**config.mk**
```make
export PLATFORM = sky130hd
export DESIGN_NAME = mem_dump_reader
export DESIGN_NICKNAME = d
export VERILOG_FILES = /design/src/rtl/sparc_mem_pkg.sv /design/src/rtl/mfc_timeout_counter.sv /design/src/rtl/mem_dump_reader.sv
export SDC_FILE = /design/constraint.sdc
export NUM_CORES = 1
export LEC_CHECK = 0
export CAP_MARGIN = 20
export CORE_UTILIZATION = 40
export DETAILED_ROUTE_END_ITERATION = 12
export PLACE_DENSITY_LB_ADDON = 0.25
export REMOVE_ABC_BUFFERS = 1
export SETUP_SLACK_MARGIN = 0.02
export SYNTH_ARGS = -nofsm -noshare
export SYNTH_HDL_FRONTEND = slang
export SYNTH_SLANG_ARGS = --single-unit
```
**constraint.sdc**
```tcl
create_clock -name Clk -period 6.45 [get_ports Clk]
set_clock_uncertainty 0.15 [all_clocks]
set_input_delay 1.29 -clock Clk [delete_from_list [all_inputs] [get_ports Clk]]
set_output_delay 1.29 -clock Clk [all_outputs]
set_load 0.01 [all_outputs]
```
**src/rtl/sparc_mem_pkg.sv**
```systemverilog
// rtl/sparc_mem_pkg.sv - shared RAM opcodes and dump-reader FSM encoding
package sparc_mem_pkg;

  localparam logic [5:0] OP_LOAD_WORD = 6'b000000;

  typedef enum logic [2:0] {
    ST_IDLE    = 3'd0,
    ST_REQ     = 3'd1,
    ST_RELEASE = 3'd2,
    ST_OUT     = 3'd3,
    ST_FINISH  = 3'd4
  } state_t;

endpackage

```
**src/rtl/mfc_timeout_counter.sv**
```systemverilog
// rtl/mfc_timeout_counter.sv - per-phase cycle counter flagging a missing MFC edge
module mfc_timeout_counter #(
  parameter int TIMEOUT = 255
) (
  input  logic Clk,
  input  logic RESET,
  input  logic clear,
  input  logic enable,
  output logic expired
);

  localparam int CW = (TIMEOUT < 2) ? 1 : $clog2(TIMEOUT);

  logic [CW-1:0] cnt_q, cnt_d;

  // expired marks the last allowed cycle of the phase; the count saturates there
  assign expired = (cnt_q == CW'(TIMEOUT - 1));

  always_comb begin
    cnt_d = cnt_q;
    if (clear) begin
      cnt_d = '0;
    end else if (enable && !expired) begin
      cnt_d = cnt_q + 1'b1;
    end
  end

  always_ff @(posedge Clk or posedge RESET) begin
    if (RESET) begin
      cnt_q <= '0;
    end else begin
      cnt_q <= cnt_d;
    end
  end

endmodule

```
**src/rtl/mem_dump_reader.sv**
```systemverilog
// rtl/mem_dump_reader.sv - reads a run of RAM words over a 4-phase MFC handshake and streams them out
module mem_dump_reader
  import sparc_mem_pkg::*;
#(
  parameter int ADDR_W  = 9,
  parameter int TIMEOUT = 255
) (
  input  logic              Clk,
  input  logic              RESET,
  input  logic              start,
  input  logic [ADDR_W-1:0] start_addr,
  input  logic [7:0]        word_count,
  output logic              RAM_enable,
  output logic [5:0]        RAM_OpCode,
  output logic [ADDR_W-1:0] ram_addr,
  input  logic [31:0]       ram_data_in,
  input  logic              MFC,
  output logic [31:0]       dump_data,
  output logic [ADDR_W-1:0] dump_addr,
  output logic              dump_valid,
  input  logic              dump_ready,
  output logic              busy,
  output logic              done,
  output logic              error
);

  state_t            state_q, state_d;
  logic [ADDR_W-1:0] addr_q, addr_d, next_addr, aligned_addr;
  logic [7:0]        remaining_q, remaining_d;
  logic              ram_enable_q, ram_enable_d;
  logic [5:0]        ram_opcode_q, ram_opcode_d;
  logic [ADDR_W-1:0] ram_addr_q, ram_addr_d;
  logic [31:0]       dump_data_q, dump_data_d;
  logic [ADDR_W-1:0] dump_addr_q, dump_addr_d;
  logic              dump_valid_q, dump_valid_d;
  logic              busy_q, busy_d;
  logic              done_q, done_d;
  logic              error_q, error_d;
  logic              tmo_expired;

  assign aligned_addr = {start_addr[ADDR_W-1:2], 2'b00};

  // Any state change restarts the count, so each phase gets its own budget
  mfc_timeout_counter #(.TIMEOUT(TIMEOUT)) u_timeout (
    .Clk    (Clk),
    .RESET  (RESET),
    .clear  (state_d != state_q),
    .enable ((state_q == ST_REQ) || (state_q == ST_RELEASE)),
    .expired(tmo_expired)
  );

  always_comb begin
    state_d      = state_q;
    addr_d       = addr_q;
    remaining_d  = remaining_q;
    ram_enable_d = ram_enable_q;
    ram_opcode_d = ram_opcode_q;
    ram_addr_d   = ram_addr_q;
    dump_data_d  = dump_data_q;
    dump_addr_d  = dump_addr_q;
    dump_valid_d = dump_valid_q;
    error_d      = error_q;
    next_addr    = addr_q + ADDR_W'(4);

    unique case (state_q)
      ST_IDLE: begin
        if (start) begin
          addr_d      = aligned_addr;
          remaining_d = word_count;
          error_d     = 1'b0;
          if (word_count == 8'd0) begin
            state_d = ST_FINISH;
          end else begin
            state_d      = ST_REQ;
            ram_enable_d = 1'b1;
            ram_opcode_d = OP_LOAD_WORD;
            ram_addr_d   = aligned_addr;
          end
        end
      end
      ST_REQ: begin
        if (MFC) begin
          dump_data_d  = ram_data_in;
          dump_addr_d  = addr_q;
          ram_enable_d = 1'b0;
          state_d      = ST_RELEASE;
        end else if (tmo_expired) begin
          error_d      = 1'b1;
          ram_enable_d = 1'b0;
          state_d      = ST_FINISH;
        end
      end
      ST_RELEASE: begin
        if (!MFC) begin
          dump_valid_d = 1'b1;
          state_d      = ST_OUT;
        end else if (tmo_expired) begin
          error_d = 1'b1;
          state_d = ST_FINISH;
        end
      end
      ST_OUT: begin
        if (dump_ready) begin
          dump_valid_d = 1'b0;
          remaining_d  = remaining_q - 8'd1;
          addr_d       = next_addr;
          if (remaining_q > 8'd1) begin
            state_d      = ST_REQ;
            ram_enable_d = 1'b1;
            ram_opcode_d = OP_LOAD_WORD;
            ram_addr_d   = next_addr;
          end else begin
            state_d = ST_FINISH;
          end
        end
      end
      ST_FINISH: state_d = ST_IDLE;
      default:   state_d = ST_IDLE;
    endcase

    busy_d = (state_d != ST_IDLE);
    done_d = (state_d == ST_FINISH);
  end

  always_ff @(posedge Clk or posedge RESET) begin
    if (RESET) begin
      state_q      <= ST_IDLE;
      addr_q       <= '0;
      remaining_q  <= '0;
      ram_enable_q <= 1'b0;
      ram_opcode_q <= '0;
      ram_addr_q   <= '0;
      dump_data_q  <= '0;
      dump_addr_q  <= '0;
      dump_valid_q <= 1'b0;
      busy_q       <= 1'b0;
      done_q       <= 1'b0;
      error_q      <= 1'b0;
    end else begin
      state_q      <= state_d;
      addr_q       <= addr_d;
      remaining_q  <= remaining_d;
      ram_enable_q <= ram_enable_d;
      ram_opcode_q <= ram_opcode_d;
      ram_addr_q   <= ram_addr_d;
      dump_data_q  <= dump_data_d;
      dump_addr_q  <= dump_addr_d;
      dump_valid_q <= dump_valid_d;
      busy_q       <= busy_d;
      done_q       <= done_d;
      error_q      <= error_d;
    end
  end

  assign RAM_enable = ram_enable_q;
  assign RAM_OpCode = ram_opcode_q;
  assign ram_addr   = ram_addr_q;
  assign dump_data  = dump_data_q;
  assign dump_addr  = dump_addr_q;
  assign dump_valid = dump_valid_q;
  assign busy       = busy_q;
  assign done       = done_q;
  assign error      = error_q;

endmodule

```
==> results.cfg <==
[final_layout]
final_nets = 517
insertedDiodeCount = 0
share_of_post_route_cells_with_drive_strength_above_1 = 0.1685
final_cell_count_no_fill = 596
layout-area-overhead-vs-synth_pct = 32.75

[status]
run_status = completed

[worst_setup_path]
setup.worst_path.start_class = input port
crit_path_max_fanout = 9
timing.critical_path.arrival_ps = 3490
r2r_setup_slack_ps = 3250
required_ps = 6560
worstRegToRegCells = 5
worst_path_largest_cell_delay_ps = 570
crit_type = in2reg
crit_path_cell_trace = clkdlybuf4s50_1 -> nor4_4 -> nand2_2 -> a211o_1 -> a2111o_1 -> o311ai_4
r2r-start = state_q[0]$_DFF_PP0_
regToRegEndpoint = RAM_enable$_DFFE_PP0P_
critPathSlowestCell = sky130_fd_sc_hd__a2111o_1
crit_path_end_kind = flip-flop

[synthesis]
avgSynthCellArea_um2 = 11.10
synth-async-reset-ratio = 1.000
synth_edf_count = 0
synth_largest_area_cell = sky130_fd_sc_hd__dfrtp_1
netlist_instances = 359
postSynth.topFlopCell = sky130_fd_sc_hd__dfrtp_1
postSynthRegisterBits = 83
ys_types = 51
netlist.area_leader.share = 0.5212
seq_total_area_yosys = 0.5212
synth.cell_area_mm2 = 0.003985
ys_warns = 0
synth_top_cells_by_area = sky130_fd_sc_hd__dfrtp_1 52%, sky130_fd_sc_hd__mux2_2 14%, sky130_fd_sc_hd__o21ai_0 3.5%, sky130_fd_sc_hd__nor2_1 3.2%, sky130_fd_sc_hd__a21oi_1 2.5%

[route]
drt_wl_total_um = 8645
post_drt_via_cell_ratio = 5.050
drc_errors = 0
routedWlPerCell_um = 14.51
total_iterations_of_the_first_detailed_routing_run = 4
detailedRoute.firstIterationViolations = 147
dr_total_vias = 3010
final_antenna_net_count = 0

[pwr]
design_power_total_mw = 2.385
power-per-cell-area_mw_per_mm2 = 450.8
total_leakage_power_nw = 2.193
power.ir.vdd_worst_mv = 0.1948

[hold_path]
hold_start = remaining_q[7]$_DFFE_PP0P_
hold_path.class = reg2reg
worstHoldPathCells = 2
destination_of_the_worst_hold_path = remaining_q[7]$_DFFE_PP0P_

[global_route]
grt_total_ovfl = 0
global_route_total_usage_across_every_layer = 0.1719
grt_start_max_net_pins = 62
grt_pass1_wl_um = 13770
grt_pass1_vias = 2844
grt_antenna_before_repair = 0

[floorplan]
start_util = 0.4096
io-pin-count = 115
placeableCoreArea_mm2 = 0.009729
die_h_um = 101.8
floorplan.rows = 36
die_width_um = 101.8
floorplan.die_area_mm2 = 0.01037

[sta]
min_period_ps = 3378
period_share = 0.5236
slew_headroom = 0.3357
timing.setup.tns_ps = 0
worst-slew-pin-transition_ps = 993.5
postLayoutSetupSlackWorst_ps = 3072
setup_viol = 0
finalHoldWorstSlack_ps = 348.7
finalHoldViolations = 0
timing.final.max_slew_violations = 0
achievable-frequency_mhz = 296.1
unrepaired_setup_endpoints_after_global_routing = false

[placed_design]
globalplace.congestion = 0.8003
numPlacedInstances = 580
placement.setup.worst_slack_ps = 2717
portBuffers = 106
dp_hpwl_um = 5939

[clock_tree]
clk_pin_slew_ps = 90
htreeDepth = 3
clk-insertion-delay-late_ps = 360
cts_hold_buffers = 0
post_cts_sizing_count = 0
clockRootBuffer = sky130_fd_sc_hd__clkbuf_8
clock_sink_count = 83
clock_tree.buffer_depth = 2
cts_tree = done
tritoncts.num_buffers = 9
post_cts.repair.setup_buffers = 0

[flow_run]
timing.max_cap.violations = 0
where the power goes:
group          switching [mW]  total (mW)  internal [mW]  leakage [nW]
sequential              0.168       0.904          0.736          1.02
clock                   0.204       0.347          0.143        0.0795
combinational           0.518        1.13          0.615          1.10
total                   0.891        2.38           1.49          2.19
metrics by stage:
stage | instance area [um2] | util
floorplan | 3857 | -
global route | 5290 | 0.5437
global placement | 5114 | 0.5256
detailed placement | 5114 | 0.5256
finish | 5290 | 0.5437
CTS | 5290 | 0.5437
critical path: cells and delay by family:
kind | cells | cell delay (ps)
AOI/OAI and AO/OA | 3 | 1170
buffers and inverters | 1 | 470
and+or+nand+nor | 2 | 540
worst max path at each step:
stage | to | slack (ps) | startpoint
floorplan | dump_addr[0]$_DFFE_PP0P_ | 1560 | MFC
global placement | RAM_enable$_DFFE_PP0P_ | 2740 | word_count[4]
detailed placement | RAM_enable$_DFFE_PP0P_ | 2720 | word_count[4]
CTS | RAM_enable$_DFFE_PP0P_ | 3090 | word_count[4]
global route | RAM_enable$_DFFE_PP0P_ | 2960 | state_q[0]$_DFF_PP0_
finish | RAM_enable$_DFFE_PP0P_ | 3070 | word_count[4]
final cells by class:
cell class | instances | area (um2)
flip-flops and latches | 83 | 2077
fillers | 884 | 4439
inverters | 9 | 35.03
clock buffers | 10 | 127.6
repair buffers | 109 | 1084
well taps | 133 | 166.4
clock inverters | 6 | 48.80
multi-input cells | 246 | 1752
flip-flops by register name, summed over array words and instances, names as in the netlist, 3 cells and up:
| name | cells |
|---|---|
| addr_q | 9 |
| dump_addr | 9 |
| dump_data | 32 |
| ram_addr | 9 |
| remaining_q | 8 |
| state_q | 3 |
| u_timeout.cnt_q | 8 |
synth_stat cells (all sizes together) (9+ instances only):
cell,instances
nor2,34
o21ai,28
dfrtp,83
nand2,20
clkbuf,11
nand3,12
a21oi,20
mux2,48
buf,15
xor2,9
inv,9
cell usage in the layout (no fill, tap or decap), drive strengths merged, types with 3 or more instances in the layout:
cell,n
nand4,4
clkdlybuf4s50,106
conb,6
nand3,12
and3,4
or2,3
nand2,20
clkbuf,10
inv,10
a21oi,20
mux2,48
clkinvlp,3
xor2,9
nor2b,3
dfrtp,83
buf,3
and2,3
a211oi,3
nor2,34
ha,5
nor4,4
nor3,5
xnor2,4
a22oi,3
o21ai,28
logic make-up (layout without fill, tap and decap cells):
family | count (synthesis) | count (layout) | share of synthesized area
AO/OA/AOI/OAI | 71 | 71 | 0.1140
XOR/XNOR | 13 | 13 | 0.02857
adder cells (fa/ha/maj) | 5 | 5 | 0.01570
buffers and inverters | 35 | 134 | 0.04521
flip-flops | 83 | 83 | 0.5212
multiplexers | 49 | 49 | 0.1381
other | 1 | 6 | 0.0009410
AND/OR/NAND/NOR | 102 | 102 | 0.1363
layer usage:
layer / global-route usage / part of all wire / up-vias
li1: - / - / 1453
met3: 0.04309 / 0.052 / 9
met2: 0.2609 / 0.47 / 67
met4: 0.07253 / 0.017 / 0
met5: 0 / 0 / -
met1: 0.2354 / 0.47 / 1481
No activity file was read; power rests on OpenSTA's default activity.
